`config.mk`:
```
export PLATFORM = sky130hd
export DESIGN_NAME = serial_subtractor
export DESIGN_NICKNAME = d
export VERILOG_FILES = /design/src/rtl/serial_subtractor.sv
export SDC_FILE = /design/constraint.sdc
export NUM_CORES = 1
export LEC_CHECK = 0
export BUFFER_PORTS_ARGS = -buffer_cell sky130_fd_sc_hd__buf_2
export CORE_UTILIZATION = 53
export CTS_CLUSTER_SIZE = 8
export DETAILED_ROUTE_END_ITERATION = 8
export PLACE_DENSITY_LB_ADDON = 0.15
export SYNTH_ARGS = -nofsm -noshare
export SYNTH_HDL_FRONTEND = slang
export SYNTH_SLANG_ARGS = --single-unit
export TNS_END_PERCENT = 10
```
`constraint.sdc`:
```
create_clock -name clk -period 2 [get_ports clk]
set_input_delay 0.6 -clock clk [delete_from_list [all_inputs] [get_ports clk]]
set_output_delay 0.6 -clock clk [all_outputs]
set_load 0.005 [all_outputs]
```
`src/rtl/serial_subtractor.sv`:
```
// Bit-serial unsigned subtractor: one full-subtractor cell iterated LSB-first over WIDTH cycles,
// with valid/ready handshakes on operands and result and a serial debug stream of difference bits.
module serial_subtractor #(
  parameter int WIDTH = 8
) (
  input  logic             clk,
  input  logic             rst,
  input  logic             in_valid,
  output logic             in_ready,
  input  logic [WIDTH-1:0] a_in,
  input  logic [WIDTH-1:0] b_in,
  input  logic             borrow_in,
  output logic             out_valid,
  input  logic             out_ready,
  output logic [WIDTH-1:0] diff_out,
  output logic             borrow_out,
  output logic             diff_bit,
  output logic             diff_bit_valid
);

  localparam int CNT_W = $clog2(WIDTH);
  localparam logic [CNT_W-1:0] LAST = CNT_W'(WIDTH - 1);

  typedef enum logic [1:0] {IDLE, RUN, DONE} state_t;

  state_t           state;
  logic [WIDTH-1:0] a_reg;
  logic [WIDTH-1:0] b_reg;
  logic [WIDTH-1:0] result;
  logic             borrow_reg;
  logic [CNT_W-1:0] cnt;
  logic             d_bit;
  logic             br_next;

  function automatic logic sub_diff(input logic a, input logic b, input logic br);
    return a ^ b ^ br;
  endfunction

  function automatic logic sub_borrow(input logic a, input logic b, input logic br);
    return (~a & b) | (~(a ^ b) & br);
  endfunction

  always_comb begin
    d_bit   = sub_diff(a_reg[0], b_reg[0], borrow_reg);
    br_next = sub_borrow(a_reg[0], b_reg[0], borrow_reg);
  end

  assign in_ready       = (state == IDLE);
  assign out_valid      = (state == DONE);
  assign diff_bit_valid = (state == RUN);
  assign diff_bit       = (state == RUN) & d_bit;
  assign diff_out       = result;

  always_ff @(posedge clk or posedge rst) begin
    if (rst) begin
      state      <= IDLE;
      a_reg      <= '0;
      b_reg      <= '0;
      result     <= '0;
      borrow_reg <= 1'b0;
      borrow_out <= 1'b0;
      cnt        <= '0;
    end else begin
      case (state)
        IDLE: begin
          if (in_valid) begin
            a_reg      <= a_in;
            b_reg      <= b_in;
            borrow_reg <= borrow_in;
            cnt        <= '0;
            state      <= RUN;
          end
        end
        RUN: begin
          // Difference bits enter at the MSB so bit 0 lands in place after WIDTH shifts.
          a_reg      <= {1'b0, a_reg[WIDTH-1:1]};
          b_reg      <= {1'b0, b_reg[WIDTH-1:1]};
          result     <= {d_bit, result[WIDTH-1:1]};
          borrow_reg <= br_next;
          cnt        <= cnt + 1'b1;
          if (cnt == LAST) begin
            borrow_out <= br_next;
            state      <= DONE;
          end
        end
        DONE: begin
          if (out_ready) state <= IDLE;
        end
        default: state <= IDLE;
      endcase
    end
  end

endmodule

```
==> key figures, run 1 <==
Worst setup path
  – Worst path slowest cell: fa_1
  – Setup slack, reg-to-reg: 470 ps
  – Worst r2r path cells: 4
  – Crit path DAT: 1510 ps
  – Buf/Inv on CP: 2
  – Crit. End Element: output port
  – Setup CP Type: reg2out
  – Worst reg2reg startpoint: state[1]
  – Worst path max stage delay: 550 ps
  – Worst r2r dst: b_reg[0]
  – Cell chain of the critical path: inv_2 -> fa_1 -> and2_1 -> buf_2
  – Startpoint Class: flop
  – Crit path max-delay family: adder cells
  – Worst endpoint required time: 1400 ps
  – Worst-path fanout max: 2

Clock network
  – Root buf cell: clkbuf_4
  – Clock Path Buffers: 2
  – CTS tree: built
  – Clk Latency, worst-skew pair: 330 ps
  – Clock-pin slew on the worst setup and hold paths: 100 ps
  – Clock H-tree levels: 2
  – Clk sinks: 31
  – TritonCTS buffer count: 5
  – Hold_buf cts: 0

Synth
  – Area leader, netlist: dfrtp_1
  – Synth Register Bits: 31
  – Synth Cell Area: 1530 um^2
  – Syn_nets: 148
  – Register area share after synthesis: 50.7%
  – Yosys warns: 0
  – Share of the synthesized area in the top cell type: 50.7%
  – Netlist cell types: 25
  – Post-synth EDFFs: 0
  – Avg Inst Size Synth: 12.3 um^2
  – Ranking of synthesized cells by area: dfrtp_1 (51%), a221oi_2 (6.9%), mux2_2 (6.6%), a222oi_1 (5.2%), inv_1 (4.4%)
  – Cells after Synth: 124
  – Fraction of registers with async set or reset after synthesis: 100%
  – Top_reg_cell synth: dfrtp_1

Global routing
  – Total GRT Usage: 21.6%
  – Grt total ovfl: 0
  – Largest net degree at the start of global routing: 32
  – Initial antenna violation count: 0
  – Vias in the first global route: 1185
  – First-pass GRT wire length: 5180 um

Final layout
  – Most frequent cells in the layout: buf_2 (33), dfrtp_1 (30), inv_1 (16), buf_4 (11), mux2_2 (9)
  – ANT cells: 0
  – Post-route cell area: 1800 um^2
  – Share of layout cells above drive strength 1: 44.6%
  – Most common cell after layout, fill and taps aside: buf_2
  – Layout area overhead: 17.6%
  – # fillers: 217
  – Non-filler cells, final: 197
  – Final #Nets: 189

Detailed routing
  – Routed len/inst: 14.9 um
  – Routed WL: 2940 um
  – Drt drc: 0
  – DRT Pass-1 Iters: 5
  – DRT antenna net count: 0
  – Vias/cell: 5.57
  – DR vias: 1098
  – Initial DRC count: 54

STA
  – Pins Over Slew Limit: 0
  – Clk_skew: 9.39 ps
  – RSZ-0062 raised after global routing: yes
  – TNS Setup: -107 ps
  – Final hold slack: 329 ps
  – Slew margin rel.: 61.5%
  – Final worst-path cycle share: 105%
  – Worst-margin pin slew: 577 ps
  – Setup slack after layout: -107 ps
  – Final setup fails: 1
  – Minimum clock period: 2110 ps
  – Final hold violation count: 0
  – Achievable clock frequency: 475 MHz

Power and ir drop
  – Tot Pwr: 2.84 mW
  – Reg power frac: 39.2%
  – Pwr per Cell Area: 1580 nW/um^2
  – Clock share of power: 14.5%
  – Combinational share of power: 46.3%
  – Peak supply drop: 1160 uV
  – Switching Share: 35.2%
  – P_int: 1.84 mW
  – Sw power: 1.00 mW
  – P_leak: 0.879 nW

Place
  – Port Buffers: 33
  – HPWL after DPL: 2020 um
  – Placed cell areas: 1710 um^2
  – Dpl cells: 187
  – GPL Wtd Cong: 0.736

Run status
  – Status: finished, violations left
  – Failing checks: setup timing

Job
  – Max Cap Viol: 0

Floorplan
  – Core area: 2730 um^2
  – Row cnt: 19
  – Die width: 55.7 um
  – Top-Level Pins: 34
  – Chip Height: 55.7 um
  – Die footprint: 3110 um^2
  – Initial Util: 56.0%

Worst hold path
  – Hold crit path type: in2async
==> synth_stat cells, types with 2 or more instances <==
cell and instances:
a221oi_2 7, a222oi_1 8, a22o_1 2, a32o_1 2
buf_2 4, buf_6 6, dfrtp_1 31, ha_1 2
inv_1 18, mux2_2 9, nand2b_1 3, nor2_1 7
nor2b_1 8, nor4b_1 6
==> layout make-up <==
cell class / count / area [um^2] / share of cell area (%)
Sequential cell: 31 / 777 / 43.2
Multi-Input combinational cell: 64 / 593 / 33.0
Timing Repair Buffer: 44 / 248 / 13.8
Inverter: 19 / 73.8 / 4.10
Clock buffer: 8 / 68.8 / 3.82
Tap cell: 31 / 38.8 / 2.16
==> power by group through the flow <==
stage / combinational [mW] / clock [mW] / sequential, mW
6_report: 1.31 / 0.411 / 1.11
5_1_grt: 1.46 / 0.458 / 1.16
3_5_place_dp: 1.29 / 0 / 1.12
2_1_floorplan: 1.01 / 0 / 1.08
3_3_place_gp: 1.24 / 0 / 1.10
4_1_cts: 1.30 / 0.420 / 1.11
==> worst max path at each step <==
stage                     from       end  cells past startpoint  slack [ps]
floorplan             a_reg[0]  diff_bit                      2         360
global placement      a_reg[0]  diff_bit                      3         250
detailed placement    a_reg[0]  diff_bit                      3         250
CTS                 borrow_reg  diff_bit                      4        -110
global route          b_reg[0]  diff_bit                      4        -160
finish                b_reg[0]  diff_bit                      4        -110
==> cell families after synthesis <==
logic type / after synthesis / synth area share (%)
buffers and inverters: 29 / 10.5
DFF: 31 / 50.7
AOI/OAI and AO/OA: 22 / 15.7
and+or+nand+nor: 29 / 12.8
muxes: 10 / 7.28
adders and majority gates: 3 / 2.94
==> worst reg2reg max path, delay by kind of cell, from the launching register on <==
kind,cells,cell delay (ps)
DFF,1,390
buffers and inverters,2,460
AOI/OAI and AO/OA,2,610
==> routing by layer <==
| layer | GRT usage (%) | part of all wire, % | vias to the layer above |
|---|---|---|---|
| met5 | 0 | 0 | - |
| met4 | 9.29 | 2.3 | 0 |
| met3 | 5.12 | 4.1 | 6 |
| met2 | 34.8 | 48 | 33 |
| met1 | 28.1 | 46 | 539 |
| li1 | - | - | 520 |
==> metrics by stage <==
stage / setup WS [ps] / util, %
3_3_place_gp: 251 / 62.7
5_1_grt: -163 / 65.8
6_report: -107 / 65.8
3_5_place_dp: 246 / 62.7
2_1_floorplan: 362 / -
4_1_cts: -106 / 65.2
==> what timing repair did <==
action                     4_1_cts  5_1_grt
setup buffers                    0        2
setup endpoints to repair        1        2
pin swaps                        1        2
gates cloned                     0        0
gates resized for setup          2        1
(Power assumes the default switching activity.)
==> inputs of run 2 (changes only) <==
--- a/config.mk
+++ b/config.mk
@@ -6,7 +6,7 @@
 export NUM_CORES = 1
 export LEC_CHECK = 0
 export BUFFER_PORTS_ARGS = -buffer_cell sky130_fd_sc_hd__buf_2
-export CORE_UTILIZATION = 53
+export CORE_UTILIZATION = 30
 export CTS_CLUSTER_SIZE = 8
 export DETAILED_ROUTE_END_ITERATION = 8
 export PLACE_DENSITY_LB_ADDON = 0.15
==> key figures, run 2 (synthesis gave the netlist of run 1 again) <==
Global routing
  – GR Util met2: 19.9% (was 34.8%)
  – Initial antenna violation count: 0 (unchanged)
  – First-pass GRT wire length: 5080 um (was 5180 um)
  – Vias in the first global route: 1037 (was 1185)
  – GRT met3 Usage: 3.70% (was 5.12%)
  – Global route hottest layer: met2 (unchanged)
  – Largest net degree at the start of global routing: 32 (unchanged)
  – Grt total ovfl: 0 (unchanged)
  – Grt met1 use: 16.7% (was 28.1%)
  – Total GRT Usage: 13.0% (was 21.6%)

Final layout
  – Final #Nets: 186 (was 189)
  – Share of layout cells above drive strength 1: 43.6% (was 44.6%)
  – Post-route cell area: 1870 um^2 (was 1800 um^2)
  – Most frequent cells in the layout: buf_2 (33), dfrtp_1 (31), inv_1 (16), mux2_2 (9) (was buf_2 (33), dfrtp_1 (30), inv_1 (16), buf_4 (11), mux2_2 (9))
  – # fillers: 511 (was 217)
  – Non-filler cells, final: 230 (was 197)
  – Most common cell after layout, fill and taps aside: buf_2 (unchanged)
  – Layout area overhead: 22.2% (was 17.6%)
  – ANT cells: 0 (unchanged)

STA
  – Final setup fails: 1 (unchanged)
  – Final hold violation count: 0 (unchanged)
  – Clk_skew: 7.58 ps (was 9.39 ps)
  – Final worst-path cycle share: 101% (was 105%)
  – Pins Over Slew Limit: 0 (unchanged)
  – Setup slack after layout: -26.2 ps (was -107 ps)
  – Minimum clock period: 2030 ps (was 2110 ps)
  – TNS Setup: -26.2 ps (was -107 ps)
  – RSZ-0062 raised after global routing: yes (unchanged)
  – Slew margin rel.: 73.1% (was 61.5%)
  – Worst-margin pin slew: 403 ps (was 577 ps)
  – Achievable clock frequency: 494 MHz (was 475 MHz)

Run status
  – Failing checks: setup timing (unchanged)
  – Status: finished, violations left (unchanged)

Detailed routing
  – Vias/cell: 4.87 (was 5.57)
  – DR vias: 1120 (was 1098)
  – DRT Pass-1 Iters: 4 (was 5)
  – Initial DRC count: 58 (was 54)
  – DRT antenna net count: 0 (unchanged)
  – Routed WL: 3130 um (was 2940 um)
  – Drt drc: 0 (unchanged)
  – Routed len/inst: 13.6 um (was 14.9 um)

Power and ir drop
  – Peak supply drop: 525 uV (was 1160 uV)
  – P_leak: 0.888 nW (was 0.879 nW)
  – Clock share of power: 20.8% (was 14.5%)
  – Switching Share: 33.3% (was 35.2%)
  – Pwr per Cell Area: 1630 nW/um^2 (was 1580 nW/um^2)
  – Tot Pwr: 3.04 mW (was 2.84 mW)
  – Reg power frac: 35.5% (was 39.2%)
  – Sw power: 1.01 mW (was 1.00 mW)
  – Combinational share of power: 43.7% (was 46.3%)
  – P_int: 2.03 mW (was 1.84 mW)

Worst setup path
  – Crit path DAT: 1430 ps (was 1510 ps)
  – Worst path slowest cell: fa_1 (unchanged)
  – Worst reg2reg startpoint: state[0] (was state[1])
  – Worst r2r dst: cnt[0] (was b_reg[0])
  – Crit. Startpoint: b_reg[0] (unchanged)
  – Worst setup endpoint: diff_bit (unchanged)
  – Cell chain of the critical path: inv_2 -> fa_1 -> and2_1 -> buf_2 (unchanged)
  – Setup CP Type: reg2out (unchanged)
  – Setup slack, reg-to-reg: 610 ps (was 470 ps)
  – Worst r2r path cells: 4 (unchanged)
  – Startpoint Class: flop (unchanged)
  – Worst path max stage delay: 540 ps (was 550 ps)
  – Worst-path fanout max: 2 (unchanged)
  – Crit. End Element: output port (unchanged)
  – Worst endpoint required time: 1400 ps (about the same)

Clock network
  – Clk Latency, worst-skew pair: 280 ps (was 330 ps)
  – Clk sinks: 31 (unchanged)
  – CTS tree: built (unchanged)
  – Clock-pin slew on the worst setup and hold paths: 70 ps (was 100 ps)
  – TritonCTS buffer count: 5 (unchanged)
  – Hold_buf cts: 0 (unchanged)
  – Root buf cell: clkbuf_8 (was clkbuf_4)
  – Clock H-tree levels: 2 (unchanged)
  – Clock Path Buffers: 2 (unchanged)

Worst hold path
  – Hold crit path type: in2async (unchanged)

Floorplan
  – Core area: 4820 um^2 (was 2730 um^2)
  – Die footprint: 5390 um^2 (was 3110 um^2)
  – Row cnt: 25 (was 19)
  – Top-Level Pins: 34 (unchanged)
  – Die width: 73.4 um (was 55.7 um)
  – Chip Height: 73.4 um (was 55.7 um)
  – Initial Util: 31.8% (was 56.0%)

Place
  – GPL Wtd Cong: 0.713 (was 0.736)
  – Placed cell areas: 1740 um^2 (was 1710 um^2)
  – HPWL after DPL: 2090 um (was 2020 um)
  – Port Buffers: 33 (unchanged)
  – Dpl cells: 220 (was 187)

Job
  – Max Cap Viol: 0 (unchanged)
-- run 2: how the worst min path moves through the flow --
stage	from	endpoint	slack (ps)	depth (start not counted)
CTS	rst	b_reg[6]	400	3
detailed placement	a_reg[7]	a_reg[7]	480	1
finish	rst	cnt[2]	390	3
global placement	a_reg[7]	a_reg[7]	480	1
floorplan	a_reg[7]	a_reg[7]	470	1
global route	rst	a_reg[1]	430	3
-- run 2: power groups by stage --
stage / Combinational [mW] / Clock, mW / Sequential, mW
global route: 1.47 / 0.681 / 1.12
finish: 1.33 / 0.633 / 1.08
detailed placement: 1.29 / 0 / 1.09
CTS: 1.35 / 0.653 / 1.09
global placement: 1.27 / 0 / 1.08
floorplan: 1.01 / 0 / 1.08
-- run 2: through the flow --
step / util (%) / hold WS [ps] / setup WS, ps
after floorplan: - / 466 / 362
after global placement: 36.1 / 476 / 251
after detailed placement: 36.1 / 483 / 242
after CTS: 38.8 / 399 / -47.6
after global routing: 38.8 / 430 / -106
final: 38.8 / 386 / -26.2
-- run 2: timing repair --
action / in CTS / in global routing
pin swaps: 1 / 1
buffers inserted: 2 / 0
setup endpoints to repair: 1 / 1
resized for setup: 2 / 0
-- run 2: layer usage --
metal  vias to the layer above  routed length, um
li1                        517                  -
met5                         -                  0
met3                         7                122
met4                         0                 66
met2                        32               1500
met1                       564               1440
-- run 2: final cells by class --
type / count / area [um^2] / area share, %
multi-input cells: 64 / 593 / 31.7
repair buffers: 41 / 225 / 12.0
flip-flops and latches: 31 / 776 / 41.5
well taps: 67 / 83.8 / 4.48
clock inverters: 2 / 35.0 / 1.87
inverters: 19 / 73.8 / 3.95
clock buffers: 6 / 82.6 / 4.42
-- run 2: critical path, delay by kind of cell, from the launching register on --
family	cells	cell delay, ps
adders and majority gates	1	540
DFF	1	340
and+or+nand+nor	1	110
buffers and inverters	2	150
==> inputs of run 3 (changes only) <==
--- a/config.mk
+++ b/config.mk
@@ -10,6 +10,7 @@
 export CTS_CLUSTER_SIZE = 8
 export DETAILED_ROUTE_END_ITERATION = 8
 export PLACE_DENSITY_LB_ADDON = 0.15
+export REMOVE_ABC_BUFFERS = 1
 export SYNTH_ARGS = -nofsm -noshare
 export SYNTH_HDL_FRONTEND = slang
 export SYNTH_SLANG_ARGS = --single-unit
==> key figures, run 3 (synthesis gave the netlist of run 1 again) <==
Global routing
  – Initial antenna violation count: 0 (unchanged)
  – Vias in the first global route: 1101 (was 1037)
  – Grt total ovfl: 0 (unchanged)
  – Total GRT Usage: 12.4% (was 13.0%)
  – First-pass GRT wire length: 4970 um (was 5080 um)
  – Largest net degree at the start of global routing: 32 (unchanged)

Floorplan
  – Chip Height: 73.4 um (unchanged)
  – Core area: 4820 um^2 (unchanged)
  – Top-Level Pins: 34 (unchanged)
  – Initial Util: 31.8% (unchanged)
  – Row cnt: 25 (unchanged)
  – Die width: 73.4 um (unchanged)
  – Die footprint: 5390 um^2 (unchanged)

Place
  – HPWL after DPL: 2050 um (was 2090 um)
  – Placed cell areas: 1740 um^2 (about the same)
  – Port Buffers: 33 (unchanged)
  – GPL Wtd Cong: 0.733 (was 0.713)

STA
  – Final setup fails: 1 (unchanged)
  – Slew margin rel.: 70.6% (was 73.1%)
  – Achievable clock frequency: 497 MHz (was 494 MHz)
  – Setup slack after layout: -10.9 ps (was -26.2 ps)
  – Final worst-path cycle share: 101% (about the same)
  – RSZ-0062 raised after global routing: yes (unchanged)
  – Pins Over Slew Limit: 0 (unchanged)
  – Minimum clock period: 2010 ps (was 2030 ps)
  – Final hold violation count: 0 (unchanged)
  – Clk_skew: 7.89 ps (was 7.58 ps)
  – Worst-margin pin slew: 441 ps (was 403 ps)

Clock network
  – Clock Path Buffers: 2 (unchanged)
  – Clk Latency, worst-skew pair: 280 ps (about the same)
  – Clk sinks: 31 (unchanged)
  – CTS tree: built (unchanged)
  – TritonCTS buffer count: 5 (unchanged)
  – Clock H-tree levels: 2 (unchanged)
  – Clock-pin slew on the worst setup and hold paths: 60 ps (was 70 ps)
  – Root buf cell: clkbuf_8 (unchanged)

Detailed routing
  – Routed WL: 3010 um (was 3130 um)
  – Routed len/inst: 13.1 um (was 13.6 um)
  – Vias/cell: 4.78 (was 4.87)
  – Drt drc: 0 (unchanged)
  – DRT Pass-1 Iters: 7 (was 4)
  – DR vias: 1095 (was 1120)
  – DRT antenna net count: 0 (unchanged)
  – Initial DRC count: 114 (was 58)

Final layout
  – ANT cells: 0 (unchanged)
  – Layout area overhead: 21.2% (was 22.2%)
  – Area of the multi-input gates: 593 um^2 (unchanged)
  – Post-route cell area: 1850 um^2 (was 1870 um^2)
  – # fillers: 515 (was 511)
  – Most common cell after layout, fill and taps aside: buf_2 (unchanged)
  – Most frequent cells in the layout: buf_2 (33), dfrtp_1 (31), inv_1 (16), mux2_2 (9) (unchanged)
  – Final #Nets: 186 (unchanged)
  – Fin util: 38.5% (was 38.8%)
  – Storage element area: 776 um^2 (unchanged)
  – Share of layout cells above drive strength 1: 42.6% (was 43.6%)

Run status
  – Failing checks: setup timing (unchanged)
  – Status: finished, violations left (unchanged)

Power and ir drop
  – Pwr per Cell Area: 1600 nW/um^2 (was 1630 nW/um^2)
  – Peak supply drop: 482 uV (was 525 uV)
  – P_leak: 0.878 nW (was 0.888 nW)

Worst setup path
  – Crit. End Element: output port (unchanged)
  – Setup slack, reg-to-reg: 490 ps (was 610 ps)
  – Crit. Startpoint: borrow_reg (was b_reg[0])
  – Worst path max stage delay: 540 ps (about the same)
  – Worst endpoint required time: 1400 ps (about the same)
  – Cell chain of the critical path: inv_2 -> fa_1 -> and2_1 -> buf_2 (unchanged)
  – Setup CP Type: reg2out (unchanged)
  – Worst path slowest cell: fa_1 (unchanged)
  – Startpoint Class: flop (unchanged)
  – Crit path DAT: 1410 ps (was 1430 ps)
  – Worst reg2reg startpoint: state[0] (unchanged)
  – Worst-path fanout max: 2 (unchanged)

Worst hold path
  – Hold crit path type: in2async (unchanged)

Job
  – Max Cap Viol: 0 (unchanged)
==> run 3: stage by stage <==
step,setup slack (ps),instances,setup TNS [ps],hold slack (ps),total power [mW]
after global placement,266,221,0,479,2.35
after floorplan,-66.4,114,-513,466,1.95
after detailed placement,249,221,0,482,2.39
after global routing,-60.5,229,-60.5,435,3.20
after CTS,-48.6,229,-48.6,403,3.01
final,-10.9,229,-10.9,390,2.97
==> run 3: area by class of cell <==
class / instances / share of cell area [%]
well taps: 67 / 4.52
inverters: 19 / 3.98
multi-input cells: 64 / 32.0
clock buffers: 6 / 3.91
repair buffers: 41 / 12.1
flip-flops and latches: 31 / 41.8
clock inverters: 1 / 1.62
==> run 3: worst paths after layout <==
kind                                to  depth (start not counted)
setup / recovery              diff_bit                          4
hold / removal                a_reg[1]                          3
setup reg to reg           diff_out[6]                          4
hold reg to reg               a_reg[7]                          1
max in group asynchronous     b_reg[4]                          3
min in group clk              state[1]                          2
==> run 3: power by group <==
group          total (mW)  internal [mW]  switching [mW]
Sequential           1.11          0.933           0.172
Combinational        1.27          0.672           0.603
Clock               0.586          0.365           0.221
==> run 3: metal layers <==
layer | wire [um] | global-route usage, % | up-vias
met1 | 1270 | 15.2 | 535
met3 | 188 | 3.29 | 7
li1 | - | - | 513
met4 | 57 | 5.77 | 0
met5 | 0 | 0 | -
met2 | 1490 | 20.5 | 40
==> run 3: worst max-delay path: cells and delay by family, from the launching register on <==
family	cells	cell delay (ps)
adder cells (fa/ha/maj)	1	540
buffers and inverters	2	150
flip-flops	1	340
AND/OR/NAND/NOR	1	110
==> run 3: repair_timing <==
item                                   CTS  global route
hold buffers                             0             0
pin swaps                                1             1
gates resized for setup                  1             1
endpoints found under the hold margin    0             0
setup buffers                            1             0
setup endpoints to repair                1             1
